## config.mk

```make
export PLATFORM = sky130hd
export DESIGN_NAME = sprite_draw_sequencer
export DESIGN_NICKNAME = d
export VERILOG_FILES = /design/src/rtl/sprite_draw_pkg.sv /design/src/rtl/lane_coord_gen.sv /design/src/rtl/sprite_draw_sequencer.sv
export SDC_FILE = /design/constraint.sdc
export NUM_CORES = 1
export LEC_CHECK = 0
export BUFFER_PORTS_ARGS = -buffer_cell sky130_fd_sc_hd__clkbuf_2
export CAP_MARGIN = 20
export CORE_MARGIN = 5
export CORE_UTILIZATION = 45
export DETAILED_ROUTE_END_ITERATION = 8
export HOLD_SLACK_MARGIN = 0.05
export PLACE_DENSITY = 0.75
export SETUP_SLACK_MARGIN = 0.05
export SLEW_MARGIN = 20
export SYNTH_ARGS = -nofsm -noshare
export SYNTH_HDL_FRONTEND = slang
export SYNTH_HIERARCHICAL = 1
export SYNTH_SLANG_ARGS = --single-unit
```

## constraint.sdc

```tcl
create_clock -name clock -period 1.73 [get_ports clock]
set_input_delay 0.346 -clock clock [delete_from_list [all_inputs] [get_ports clock]]
set_output_delay 0.346 -clock clock [all_outputs]
set_load 0.1 [all_outputs]
```

## src/rtl/sprite_draw_pkg.sv

```systemverilog
// Shared constants for the sprite-draw path: screen/sprite geometry and sequencer state encoding.
package sprite_draw_pkg;

  localparam int SCREEN_W = 160;
  localparam int SCREEN_H = 120;
  localparam int SPRITE_W = 60;
  localparam int SPRITE_H = 60;

  typedef logic [2:0] state_t;

  localparam state_t ST_IDLE      = 3'd0;
  localparam state_t ST_SCAN      = 3'd1;
  localparam state_t ST_ISSUE     = 3'd2;
  localparam state_t ST_WAIT_LOW  = 3'd3;
  localparam state_t ST_WAIT_HIGH = 3'd4;
  localparam state_t ST_ADVANCE   = 3'd5;

  function automatic int lane_idx_w(input int n);
    return (n > 1) ? $clog2(n) : 1;
  endfunction

endpackage

```

## src/rtl/lane_coord_gen.sv

```systemverilog
// Combinational lane index -> sprite x position, selected base_y and draw legality.
module lane_coord_gen import sprite_draw_pkg::*; #(
  parameter int NUM_LANES  = 2,
  parameter int LANE_X0    = 10,
  parameter int LANE_PITCH = 80,
  parameter int Y_MAX      = 60,
  parameter int LW         = lane_idx_w(NUM_LANES)
) (
  input  logic [LW-1:0]          lane,
  input  logic [NUM_LANES-1:0]   lane_active,
  input  logic [NUM_LANES*7-1:0] lane_y,
  output logic [7:0]             base_x,
  output logic [6:0]             y_sel,
  output logic                   legal
);

  always_comb begin
    base_x = 8'(LANE_X0 + int'(lane) * LANE_PITCH);
    y_sel  = lane_y[7*int'(lane) +: 7];
    legal  = lane_active[lane] && (int'(y_sel) <= Y_MAX);
  end

endmodule

```

## src/rtl/sprite_draw_sequencer.sv

```systemverilog
// Walks note lanes once per frame tick and hands each sprite to the drawer via start_draw/shape_done.
// Optional build macro ERASE_PASS_EN adds an erase sprite at the previous y before each moved draw.
module sprite_draw_sequencer import sprite_draw_pkg::*; #(
  parameter int NUM_LANES  = 2,
  parameter int LANE_X0    = 10,
  parameter int LANE_PITCH = 80,
  parameter int Y_MAX      = 60
) (
  input  logic                   clock,
  input  logic                   resetn,
  input  logic                   frame_tick,
  input  logic [NUM_LANES-1:0]   lane_active,
  input  logic [NUM_LANES*7-1:0] lane_y,
  input  logic                   shape_done,
  output logic                   start_draw,
  output logic [7:0]             base_x,
  output logic [6:0]             base_y,
  output logic                   sprite_sel,
  output logic                   busy,
  output logic                   pass_done,
  output logic [7:0]             overrun_cnt
);

  localparam int LW = lane_idx_w(NUM_LANES);
  localparam logic [LW-1:0] LAST = LW'(NUM_LANES - 1);

  state_t        state, next_state;
  logic [LW-1:0] lane;
  logic          pending;
  logic [7:0]    coord_x;
  logic [6:0]    coord_y;
  logic          coord_legal;
  logic          need_erase;
  logic          redraw;

  lane_coord_gen #(
    .NUM_LANES (NUM_LANES),
    .LANE_X0   (LANE_X0),
    .LANE_PITCH(LANE_PITCH),
    .Y_MAX     (Y_MAX),
    .LW        (LW)
  ) u_coord (
    .lane       (lane),
    .lane_active(lane_active),
    .lane_y     (lane_y),
    .base_x     (coord_x),
    .y_sel      (coord_y),
    .legal      (coord_legal)
  );

  always_ff @(posedge clock) begin
    if (!resetn) begin
      state       <= ST_IDLE;
      lane        <= '0;
      pending     <= 1'b0;
      overrun_cnt <= '0;
    end else begin
      state <= next_state;
      if (state == ST_IDLE && next_state == ST_SCAN)
        lane <= '0;
      else if (state == ST_ADVANCE && lane != LAST)
        lane <= lane + 1'b1;
      // A tick landing on pass_done queues the next pass but is not an overrun.
      if (frame_tick && busy) begin
        pending <= 1'b1;
        if (!pass_done && overrun_cnt != 8'hFF)
          overrun_cnt <= overrun_cnt + 8'd1;
      end else if (state == ST_IDLE && next_state == ST_SCAN) begin
        pending <= 1'b0;
      end
    end
  end

  always_comb begin
    next_state = state;
    case (state)
      ST_IDLE:      if (frame_tick || pending) next_state = ST_SCAN;
      ST_SCAN:      next_state = (coord_legal || need_erase) ? ST_ISSUE : ST_ADVANCE;
      ST_ISSUE:     next_state = ST_WAIT_LOW;
      ST_WAIT_LOW:  if (!shape_done) next_state = ST_WAIT_HIGH;
      ST_WAIT_HIGH: if (shape_done) next_state = redraw ? ST_ISSUE : ST_ADVANCE;
      ST_ADVANCE:   next_state = (lane == LAST) ? ST_IDLE : ST_SCAN;
      default:      next_state = ST_IDLE;
    endcase
  end

  always_comb begin
    start_draw = (state == ST_ISSUE);
    busy       = (state != ST_IDLE);
    pass_done  = (state == ST_ADVANCE) && (lane == LAST);
  end

`ifdef ERASE_PASS_EN
  logic [6:0]           prev_y [NUM_LANES];
  logic [NUM_LANES-1:0] prev_drawn;
  logic                 draw_pend;
  logic [6:0]           y_lat;
  logic                 sel_q;

  assign need_erase = prev_drawn[lane] && (!coord_legal || prev_y[lane] != coord_y);
  assign redraw     = sel_q && draw_pend;
  assign sprite_sel = sel_q;

  always_ff @(posedge clock) begin
    if (!resetn) begin
      base_x     <= '0;
      base_y     <= '0;
      sel_q      <= 1'b0;
      draw_pend  <= 1'b0;
      y_lat      <= '0;
      prev_drawn <= '0;
      for (int i = 0; i < NUM_LANES; i++) prev_y[i] <= '0;
    end else begin
      if (state == ST_SCAN) begin
        prev_drawn[lane] <= coord_legal;
        y_lat            <= coord_y;
        draw_pend        <= coord_legal && need_erase;
        if (coord_legal || need_erase) begin
          base_x <= coord_x;
          sel_q  <= need_erase;
          base_y <= need_erase ? prev_y[lane] : coord_y;
        end
      end
      // prev_y only moves once the note sprite itself has landed.
      if (state == ST_WAIT_HIGH && shape_done) begin
        if (redraw) begin
          sel_q     <= 1'b0;
          base_y    <= y_lat;
          draw_pend <= 1'b0;
        end else if (!sel_q) begin
          prev_y[lane] <= base_y;
        end
      end
    end
  end
`else
  assign need_erase = 1'b0;
  assign redraw     = 1'b0;
  assign sprite_sel = 1'b0;

  always_ff @(posedge clock) begin
    if (!resetn) begin
      base_x <= '0;
      base_y <= '0;
    end else if (state == ST_SCAN && coord_legal) begin
      base_x <= coord_x;
      base_y <= coord_y;
    end
  end
`endif

endmodule

```

Yosys cells after proc, flatten, opt, wreduce, memory -nomap -nowiden:

Cells that the tools add are included.
W data, S select, Z words.

* register bits after elaboration: 28
* output and inout bits: 27
* input bits: 20

* equality and inequality tests: 7
* add/sub/neg operators: 3
* bitwise gates (word level): 2
* mux-type cells: 10
* reduce and logical (&&, ||, !) cells: 14
* multipliers: 2
* magnitude comparators: 2
* shifts and indexed selects: 1

Operators by type and width (count)
* $shiftx A14 B32 Y7: 1
* $pmux W3 S6: 1
* $mux W3: 4
* $add A5 B8 Y8 const A: 1
* $add A8 B1 Y8 const B: 1
* $ne A8 B8 Y1 const B: 1
* $le A7 B6 Y1 const B: 1
* $logic_and A1 B1 Y1: 7
* $eq A3 B1 Y1 const B: 2
* $eq A3 B2 Y1 const B: 2
* $eq A3 B3 Y1 const B: 2
* $mux W1: 5
* $mul A1 B3 Y4 const B: 1
* $mul A3 B1 Y4 const A: 1
* $logic_not A3 Y1: 1
* $reduce_bool A3 Y1: 1
* $lt A1 B2 Y1 const B: 1
* $not A1 Y1: 2
* $reduce_and A2 Y1: 1
* $reduce_bool A2 Y1: 1
* $reduce_or A2 Y1: 1
* $add A1 B1 Y1 const B: 1
* $logic_not A1 Y1: 1
* $logic_or A1 B1 Y1: 1

Depth between registers and ports, before layout:

Gate-level depths: netlist (run 1).

* depth after elaboration: 10
* depth in mapped cells: 9
* depth with buffers taken out: 6

By module:

The synthesis (run 1) kept the hierarchy.

By module, submodules not included
* sprite_draw_sequencer: instances 1, area each 1229.9 um^2, cells an instance 150, seq. area each 560.5 um^2
* lane_coord_gen: instances 1, area each 212.7 um^2, cells an instance 26, seq. area each 0.0 um^2

Worst setup path after synthesis (run 1):

OpenSTA, ideal clock, no wires.

* kind: reg2reg
* start: reg overrun_cnt[3]
* end: reg overrun_cnt[5]
* path slack: -337 ps
* clock period less this slack: 2067 ps
* stages on the path, launching flop included: 5
* setup time: 70 ps
* path buffers: 0
* data arrival time: 1997 ps
* cells stage by stage: dfxtp_1 > and3_1 > nand3_1 > or4_1 > a21oi_1

* word-level cells in the longest chain between the ends: 3

Ends and longest elaborated chain
* start: declaration: line sprite_draw_sequencer.sv:21 `output logic [7:0] overrun_cnt`
* start signal: assignment: line sprite_draw_sequencer.sv:67 `overrun_cnt <= overrun_cnt + 8'd1;`
* parallel branches: the longest is 3 deep, another holds $add A8 B1 Y8

Parallel ways; which one is timed is not known.
A chain may end at the register's enable or synchronous reset.

Worst setup path in the final report (run 1):

* start: reg lane
* end: reg state[2]

* word-level cells in the longest chain between the ends: 6

Ends and longest elaborated chain
* start: declaration: line sprite_draw_sequencer.sv:28 `logic [LW-1:0] lane;`
* start signal: assignment: line sprite_draw_sequencer.sv:62 `lane <= lane + 1'b1;`
* $mul A3 B1 Y4: line lane_coord_gen.sv:19 `y_sel = lane_y[7*int'(lane) +: 7];`
* $shiftx A14 B32 Y7: line lane_coord_gen.sv:19
* net coord_y[5]: line sprite_draw_sequencer.sv:31 `logic [6:0] coord_y;`
* $le A7 B6 Y1: line lane_coord_gen.sv:20 `legal = lane_active[lane] && (int'(y_sel) <= Y_MAX);`
* $logic_and A1 B1 Y1: line lane_coord_gen.sv:20
* net coord_legal: line sprite_draw_sequencer.sv:32 `logic coord_legal;`
* $mux W3: line sprite_draw_sequencer.sv:78 `ST_SCAN: next_state = (coord_legal || need_erase) ? ST_ISSUE : ST_ADVANCE;`
* $pmux W3 S6: line sprite_draw_sequencer.sv:76 `case (state)`
* end signal: assignment: line sprite_draw_sequencer.sv:58 `state <= next_state;`
* end: declaration: line sprite_draw_sequencer.sv:27 `state_t state, next_state;`

The timed path passes the listed nets, and every way through them passes these cells. The select of a mux whose other input is x is not followed.

==> flow_summary_export.csv, run 1 <==
group,metric,value,unit
run_status,status,"finished, violations left",
run_status,violations,"setup timing",
grt,grt_first_pass_wirelength,5210,µm
pwr,vdd_drop_max,0.673,mV
sta,fin_ws,-0.0273,ns
detailed_routing,vias,1393,
detailed_routing,via_per_inst,4.99,
grt,antenna_found_initial,0,
clock_tree,clk_path_buf_depth,2,
setup_path,cp_max_fo,8,
setup_path,path_cells,"mux2_4 > nand2_2 > o31a_1 > mux2_2 > or3_1 > a21oi_2",
floorplan,die_area,4440,µm²
placement,io_buffers,45,
clock_tree,clk_latency,0.33,ns
detailed_routing,wire_per_inst,12.4,µm
logic_synthesis,mappedNetlistArea,1440,µm²
pwr,leakage,0.886,nW
sta,period_needed,1.76,ns
grt,grt-ovfl-total,0,
logic_synthesis,synth_area_per_cell,8.20,µm²
setup_path,worst_ep_required_time,2.00,ns
logic_synthesis,synth_edf_count,0,
min_path,hold_path_depth,2,
clock_tree,cts.sinks,28,
floorplan,die_y,66.6,µm
layout,antenna_cells,0,
floorplan,start_util,0.473,
logic_synthesis,synthArstFlopShare,0,
logic_synthesis,synth_area_leaders,"dfxtp_1 39%, nand2_1 9.9%, a21oi_1 7.6%",
setup_path,cpMaxStageDelayCell,"dfxtp_4",
sta,worst_hold_slack,0.314,ns
setup_path,rr_worst_depth,6,
detailed_routing,drt_iter0_drc,110,
pwr,powerDensity,907,nW/µm²
logic_synthesis,synthCells,176,
placement,dpl-instance-area,1770,µm²
detailed_routing,finalWirelength,3470,µm
logic_synthesis,ys_seq_area_frac,0.389,
clock_tree,cts_buffers,3,
sta,rsz0062_at_grt,"yes",
setup_path,critPathArrivalTime,2.03,ns
sta,fmax,569,MHz
logic_synthesis,yosysWarnings,6,
logic_synthesis,ys_types,44,
clock_tree,cts_root_buf,"clkbuf_4",
layout,drive_gt1_frac,0.498,
setup_path,critical_path_class,"flop to flop",
floorplan,die_w,66.6,µm
clock_tree,h-tree-depth,1,
setup_path,critPathTopFamily,"multiplexers",
layout,n_fill_cell,282,
floorplan,coreArea,3050,µm²
logic_synthesis,yosys.area.top_type,"dfxtp_1",
layout,nNetsFinal,257,
floorplan,rows,20,
layout,final_area,2030,µm²
setup_path,crit_buf_inv,0,
setup_path,critPathMaxStageDelay,0.41,ns
min_path,min_path_type,"input port to flop",
clock_tree,cts_tree,"yes",
setup_path,cp-start-kind,"flop",
sta,drv_slew,0,
placement,place.detailed.hpwl,2330,µm
sta,tightestPinTransition,0.546,ns
sta,maxSlewHeadroom,0.638,
floorplan,top_level_ports,47,
grt,grt_usage,0.149,
grt,grt_pass1_vias,1228,
logic_synthesis,synth_seq_cells,28,
sta,finalHoldViolCount,0,
detailed_routing,drcViolationCount,0,
setup_path,end_kind,"flop",
grt,grt_max_degree,17,
sta,fin_crit_sh,1.02,
setup_path,crit_cells,6,
flow_run,drv_cap,0,
sta,setup_viol,1,
clock_tree,clk_pin_slew,0.15,ns
detailed_routing,first_pass_iters,4,
layout,area_delta_synth_final,40.6,%
sta,clock-skew-final,0.00621,ns
detailed_routing,antenna_left,0,
logic_synthesis,synth_top_cell_area_share,0.389,
sta,fin_tns_setup,-0.0273,ns
logic_synthesis,ys.flop_type,"dfxtp_1",
placement,routabilityCongestion,0.815,
repair_timing:
action,4_1_cts,5_1_grt
pin swaps,2,18
hold buffers,0,0
gates resized for setup,7,29
setup buffers,3,8
setup endpoints to repair,15,21
placed cells by master (no fill, tap or decap), drive strengths merged, types with 2 or more instances in the layout:
master,synthesis,final
o31ai,2,2
nor3,3,3
a31oi,2,2
mux2i,2,2
mux2,8,8
or3,2,2
buf,12,25
a21oi,22,22
o21ai,5,5
o21a,2,2
nor2b,2,2
nand2,39,39
conb,3,7
nand3,4,4
a211oi,2,2
or4,2,2
and3,4,4
inv,5,5
clkbuf,4,45
nor2,4,4
a41oi,2,2
dfxtp,28,28
nand2b,3,3
worst reg2reg max path, stage by stage, from the launching register on:
cell	delay, ns
dfxtp_4	0.41
mux2_4	0.22
nand2_2	0.05
o31a_1	0.32
mux2_2	0.27
or3_1	0.33
a21oi_2	0.11
per-layer routing:
metal,global-route usage,routed length (µm),share of wire,up-vias
met2,0.248,1630,0.47,39
met3,0.0354,194,0.056,4
li1,-,-,-,724
met4,0.0533,40,0.012,0
met1,0.185,1600,0.46,626
met5,0,0,0,-
sequential cells by signal (all words and copies together) (netlist names):
signal       count
base_y           7
lane             1
pending          1
state            3
overrun_cnt      8
base_x           8
kinds of logic (layout without fill, tap and decap cells):
kind of cell               after synthesis  after routing  share of synthesized area
buffers and inverters                   21             76                     0.0850
muxes                                   10             10                     0.0789
adders and majority gates                1              1                    0.00867
DFF                                     28             28                      0.389
AOI/OAI and AO/OA                       42             42                      0.178
and+or+nand+nor                         71             71                      0.253
other                                    3              7                    0.00781
final timing paths:
| path | to | slack [ns] | startpoint |
|---|---|---|---|
| max | state[2] | -0.03 | lane |
| min | state[0] | 0.31 | resetn |
| max reg2reg | state[2] | -0.03 | lane |
| min reg2reg | base_y[3] | 0.46 | base_y[3] |
per-stage QoR:
stage | instances | util | worst slack, ns | power (mW)
6_report | 279 | 0.664 | -0.0273 | 1.84
2_1_floorplan | 180 | - | -0.0250 | 1.22
3_5_place_dp | 264 | 0.580 | -0.00987 | 1.33
5_1_grt | 279 | 0.664 | -0.0834 | 1.93
3_3_place_gp | 264 | 0.580 | 0.0272 | 1.32
4_1_cts | 271 | 0.612 | -0.0360 | 1.78
power breakdown:
part           internal [mW]  total (mW)  switching (mW)
registers              0.687       0.731          0.0436
clock network          0.234       0.429           0.195
logic                  0.233       0.679           0.446
synthesized netlist by cell type (3+ instances only):
library cell / count
inv_1: 5
o21ai_0: 5
clkbuf_1: 4
and3_1: 3
conb_1: 3
nor3_1: 3
a21oi_1: 22
nand2b_1: 3
nor2_1: 4
nand3_1: 3
mux2_2: 7
nand2_1: 38
buf_4: 9
dfxtp_1: 28
cell type report:
class                   instances  area (µm²)  share of cell area
inverters                       5        18.8             0.00925
multi-input cells             131         868               0.428
clock buffers                   3        22.5              0.0111
well taps                      44        55.1              0.0271
flip-flops and latches         28         581               0.286
repair buffers                 67         453               0.223
clock inverters                 1        30.0              0.0148
Note: power is estimated with default switching activity, not from simulation.
==> run 2, diff against run 1 <==
--- a/config.mk
+++ b/config.mk
@@ -8,10 +8,11 @@
 export BUFFER_PORTS_ARGS = -buffer_cell sky130_fd_sc_hd__clkbuf_2
 export CAP_MARGIN = 20
 export CORE_MARGIN = 5
-export CORE_UTILIZATION = 45
+export CORE_UTILIZATION = 50
+export CTS_CLUSTER_SIZE = 10
 export DETAILED_ROUTE_END_ITERATION = 8
 export HOLD_SLACK_MARGIN = 0.05
-export PLACE_DENSITY = 0.75
+export PLACE_DENSITY = 0.79
 export SETUP_SLACK_MARGIN = 0.05
 export SLEW_MARGIN = 20
 export SYNTH_ARGS = -nofsm -noshare
==> constraint.sdc (replaced) <==
create_clock -name clock -period 1.8 [get_ports clock]
set_input_delay 0.36 -clock clock [delete_from_list [all_inputs] [get_ports clock]]
set_output_delay 0.36 -clock clock [all_outputs]
set_load 0.1 [all_outputs]
==> flow_summary_export.csv, run 2 (same netlist as run 1, synthesis figures left out) <==
group,metric,value,unit
layout,drive_gt1_frac,0.383,
setup_path,end_kind,"flop",
pwr,p_switching,616,µW
run_status,status,"finished, final reports clean",
pwr,power_frac_comb,0.373,
sta,tightestPinTransition,0.554,ns
sta,worst_hold_slack,0.340,ns
layout,reg_top3,"base_x: 8 flops, overrun_cnt: 8 flops, base_y: 7 flops",
grt,antenna_found_initial,0,
layout,layout_commonest_cell,"clkbuf_2",
detailed_routing,vias,1357,
detailed_routing,via_per_inst,5.36,
clock_tree,cts.sinks,28,
floorplan,start_util,0.523,
floorplan,die_w,63.7,µm
sta,setup_viol,0,
floorplan,die_y,63.7,µm
layout,nNetsFinal,245,
clock_tree,cts_buffers,3,
clock_tree,clk_path_buf_depth,2,
sta,drv_slew,0,
clock_tree,clk_latency,0.32,ns
setup_path,cpMaxStageDelayCell,"dfxtp_4",
flow_run,drv_cap,0,
grt,grt_usage,0.156,
setup_path,cp_max_fo,10,
pwr,pwr-share-seq,0.459,
setup_path,critical_path_class,"flop to flop",
layout,mostFrequentLayoutCells,"42 x clkbuf_2, 38 x nand2_1, 22 x a21oi_1",
pwr,sw_frac_of_total,0.403,
min_path,min_path_type,"input port to flop",
sta,maxSlewHeadroom,0.632,
grt,grt_first_pass_wirelength,5390,µm
setup_path,critPathArrivalTime,2.04,ns
floorplan,rows,19,
pwr,internal_power,911,µW
placement,place.detailed.hpwl,2420,µm
placement,routabilityCongestion,0.773,
setup_path,critPathMaxStageDelay,0.42,ns
pwr,leakage,0.771,nW
pwr,powerDensity,853,nW/µm²
floorplan,top_level_ports,47,
sta,finalHoldViolCount,0,
detailed_routing,drcViolationCount,0,
clock_tree,cts_tree,"yes",
sta,period_needed,1.78,ns
pwr,vdd_drop_max,0.865,mV
placement,io_buffers,45,
clock_tree,h-tree-depth,1,
floorplan,coreArea,2760,µm²
layout,area_delta_synth_final,24.1,%
layout,antenna_cells,0,
grt,grt_max_degree,16,
setup_path,cp-start-kind,"flop",
setup_path,path_cells,"mux2_4 > nand2_1 > o31a_1 > mux2_2 > or3_1 > a21oi_1",
sta,rsz0062_at_grt,"yes",
detailed_routing,finalWirelength,3170,µm
clock_tree,cts_root_buf,"clkbuf_4",
layout,fin_cells,253,
pwr,clkPwrFrac,0.168,
setup_path,worst_ep_required_time,2.06,ns
floorplan,die_area,4060,µm²
detailed_routing,wire_per_inst,12.5,µm
grt,grt_pass1_vias,1235,
detailed_routing,antenna_left,0,
layout,n_fill_cell,247,
detailed_routing,first_pass_iters,4,
clock_tree,clk_pin_slew,0.15,ns
pwr,total_power,1.53,mW
detailed_routing,drt_iter0_drc,34,
placement,dp_cells,248,
sta,fin_tns_setup,0,ns
sta,fmax,562,MHz
sta,clock-skew-final,0.00282,ns
grt,grt-ovfl-total,0,
sta,fin_crit_sh,0.988,
run 2: power groups by stage:
stage | registers, mW | logic, mW | clock network [mW]
floorplan | 0.854 | 0.315 | 0
global placement | 0.714 | 0.556 | 0
detailed placement | 0.715 | 0.559 | 0
CTS | 0.701 | 0.569 | 0.257
global route | 0.711 | 0.606 | 0.283
finish | 0.701 | 0.569 | 0.256
run 2: area by class of cell:
class / instances / area (µm²) / share of cell area
inverter: 5 / 18.8 / 0.0105
clock buffer: 3 / 22.5 / 0.0126
timing repair buffer: 55 / 345 / 0.193
sequential: 28 / 578 / 0.323
multi-input combinational: 131 / 787 / 0.440
tap: 31 / 38.8 / 0.0217
run 2: timing repair:
action | CTS | global route
setup buffers | 2 | 0
hold buffers | 0 | 0
gates resized for setup | 2 | 3
setup endpoints to repair | 3 | 9
run 2: worst paths after layout:
check / slack [ns] / cells after the start / end / startpoint
max: 0.02 / 6 / state[2] / lane
min: 0.34 / 2 / pending / frame_tick
max reg2reg: 0.02 / 6 / state[2] / lane
min reg2reg: 0.46 / 2 / base_y[0] / base_y[0]
run 2: metrics by stage:
| step | utilization | cell area (µm²) | setup slack (ns) |
|---|---|---|---|
| after floorplan | - | 1490 | 0.0369 |
| after global placement | 0.634 | 1750 | 0.0695 |
| after detailed placement | 0.634 | 1750 | 0.0267 |
| after CTS | 0.649 | 1790 | 0.0253 |
| after global routing | 0.649 | 1790 | -0.0656 |
| final | 0.649 | 1790 | 0.0213 |
run 2: layer usage:
metal  vias up  part of all wire  global-route usage
li1        692                 -                   -
met4         0            0.0098              0.0494
met3         4             0.057              0.0266
met5         -                 0                   0
met1       625              0.46               0.200
met2        36              0.47               0.266
run 2: critical path: cells and delay by family, from the launching register on:
family / cells / cell delay (ns)
mux: 2 / 0.48
compound gates: 2 / 0.46
flops: 1 / 0.42
simple gates: 2 / 0.36
==> run 3, diff against run 2 <==
--- a/config.mk
+++ b/config.mk
@@ -9,6 +9,7 @@
 export CAP_MARGIN = 20
 export CORE_MARGIN = 5
 export CORE_UTILIZATION = 50
+export CTS_BUF_LIST = sky130_fd_sc_hd__clkbuf_8 sky130_fd_sc_hd__clkbuf_16
 export CTS_CLUSTER_SIZE = 10
 export DETAILED_ROUTE_END_ITERATION = 8
 export HOLD_SLACK_MARGIN = 0.05
==> flow_summary_export.csv, run 3 (same netlist as run 1, synthesis figures left out) <==
group,metric,value,unit
layout,reg_top3,"base_x: 8 flops, overrun_cnt: 8 flops, base_y: 7 flops",
placement,place.detailed.hpwl,2420,µm
setup_path,worst_ep_required_time,2.00,ns
floorplan,coreArea,2760,µm²
floorplan,top_level_ports,47,
clock_tree,cts_buffers,3,
grt,grt_first_pass_wirelength,5440,µm
clock_tree,h-tree-depth,1,
clock_tree,cts_root_buf,"clkbuf_8",
detailed_routing,vias,1355,
layout,nNetsFinal,246,
detailed_routing,drcViolationCount,0,
placement,routabilityCongestion,0.773,
layout,final_area,1820,µm²
setup_path,cp-start-kind,"flop",
detailed_routing,first_pass_iters,4,
clock_tree,cts_tree,"yes",
layout,mostFrequentLayoutCells,"42 x clkbuf_2, 38 x nand2_1, 22 x a21oi_1",
sta,period_needed,1.77,ns
detailed_routing,wire_per_inst,12.8,µm
min_path,min_to,"pending",
clock_tree,clk_latency,0.27,ns
grt,grt_usage,0.157,
clock_tree,clk_path_buf_depth,2,
min_path,worstHoldStart,"frame_tick",
floorplan,die_area,4060,µm²
pwr,total_power,1.60,mW
flow_run,drv_cap,0,
layout,utilization,0.658,
sta,fmax,564,MHz
layout,multiInputGateArea,787,µm²
layout,drive_gt1_frac,0.377,
min_path,hold_path_depth,2,
pwr,vdd_drop_max,0.808,mV
run_status,status,"finished, final reports clean",
setup_path,worstReg2RegEnd,"state[2]",
pwr,leakage,0.786,nW
setup_path,regToRegSetupSlack,0.03,ns
layout,layout_commonest_cell,"clkbuf_2",
pwr,powerDensity,882,nW/µm²
sta,drv_slew,0,
layout,area_delta_synth_final,25.8,%
sta,tightestPinTransition,0.553,ns
layout,antenna_cells,0,
setup_path,end_kind,"flop",
grt,antenna_found_initial,0,
layout,seq_area,577,µm²
placement,io_buffers,45,
clock_tree,cts.sinks,28,
grt,grt-ovfl-total,0,
sta,fin_crit_sh,0.985,
detailed_routing,via_per_inst,5.33,
sta,rsz0062_at_grt,"yes",
sta,setup_viol,0,
sta,clock-skew-final,0.00421,ns
placement,pre_cts_ws,0.0267,ns
sta,maxSlewHeadroom,0.633,
floorplan,rows,19,
layout,n_fill_cell,246,
setup_path,critical_path_class,"flop to flop",
setup_path,rr_worst_depth,6,
grt,grt_pass1_vias,1245,
detailed_routing,antenna_left,0,
detailed_routing,finalWirelength,3250,µm
floorplan,die_y,63.7,µm
sta,fin_ws,0.0275,ns
floorplan,start_util,0.523,
sta,finalHoldViolCount,0,
grt,grt_max_degree,16,
min_path,min_path_type,"input port to flop",
setup_path,r2r_start,"lane",
floorplan,die_w,63.7,µm
setup_path,cp_max_fo,9,
setup_path,critPathArrivalTime,1.97,ns
clock_tree,clk_pin_slew,0.09,ns
placement,dpl-instance-area,1750,µm²
detailed_routing,drt_iter0_drc,22,
==> run 3: cell count changes in the layout (fill, tap and decap cells not counted) <==
| cell | change |
|---|---|
| clkbuf_4 | -3 |
| clkbuf_8 | +3 |
| buf_4 | +1 |
| dfxtp_1 | +1 |
| dfxtp_2 | -1 |
| inv_1 | +1 |
| inv_2 | -1 |
==> run 3: worst max path at each step <==
stage,start,endpoint,slack [ns]
3_5_place_dp,lane,state[2],0.03
2_1_floorplan,lane,state[2],0.04
4_1_cts,lane,state[2],0.03
3_3_place_gp,lane,state[2],0.07
5_1_grt,lane,state[2],-0.05
6_report,lane,state[2],0.03
==> run 3: layer usage <==
metal	vias up	GRT usage	part of all wire
met5	-	0	0
met4	0	0.0312	0
met3	0	0.0266	0.057
met2	38	0.275	0.48
met1	624	0.201	0.46
li1	693	-	-
==> run 3: cell type report <==
type | instances | share of cell area
flip-flops and latches | 28 | 0.318
repair buffers | 56 | 0.194
inverters | 5 | 0.0103
well taps | 31 | 0.0214
multi-input cells | 131 | 0.433
clock buffers | 3 | 0.0227
==> run 3: metrics by stage <==
| step | std cells | hold slack [ns] | TNS [ns] |
|---|---|---|---|
| after floorplan | 180 | 0.478 | 0 |
| after global placement | 248 | 0.443 | 0 |
| after CTS | 253 | 0.400 | 0 |
| after global routing | 254 | 0.396 | -0.0754 |
| after detailed placement | 248 | 0.447 | 0 |
| final | 254 | 0.401 | 0 |
==> run 3: report_power, final <==
part	switching [mW]	internal (mW)
Sequential	0.0419	0.659
Combinational	0.400	0.173
Clock	0.179	0.150
==> run 3: critical path: stages, from the launching register on <==
cell     delay, ns
dfxtp_4       0.39
mux2_4        0.21
nand2_1       0.05
o31a_1        0.35
mux2_2        0.27
or3_1         0.31
a21oi_1       0.12
==> run 3: what timing repair did <==
| action | CTS | global route |
|---|---|---|
| hold buffers | 0 | 0 |
| setup endpoints to repair | 2 | 9 |
| resized for setup | 1 | 2 |
| buffers inserted | 2 | 1 |
| pin swaps | 0 | 1 |
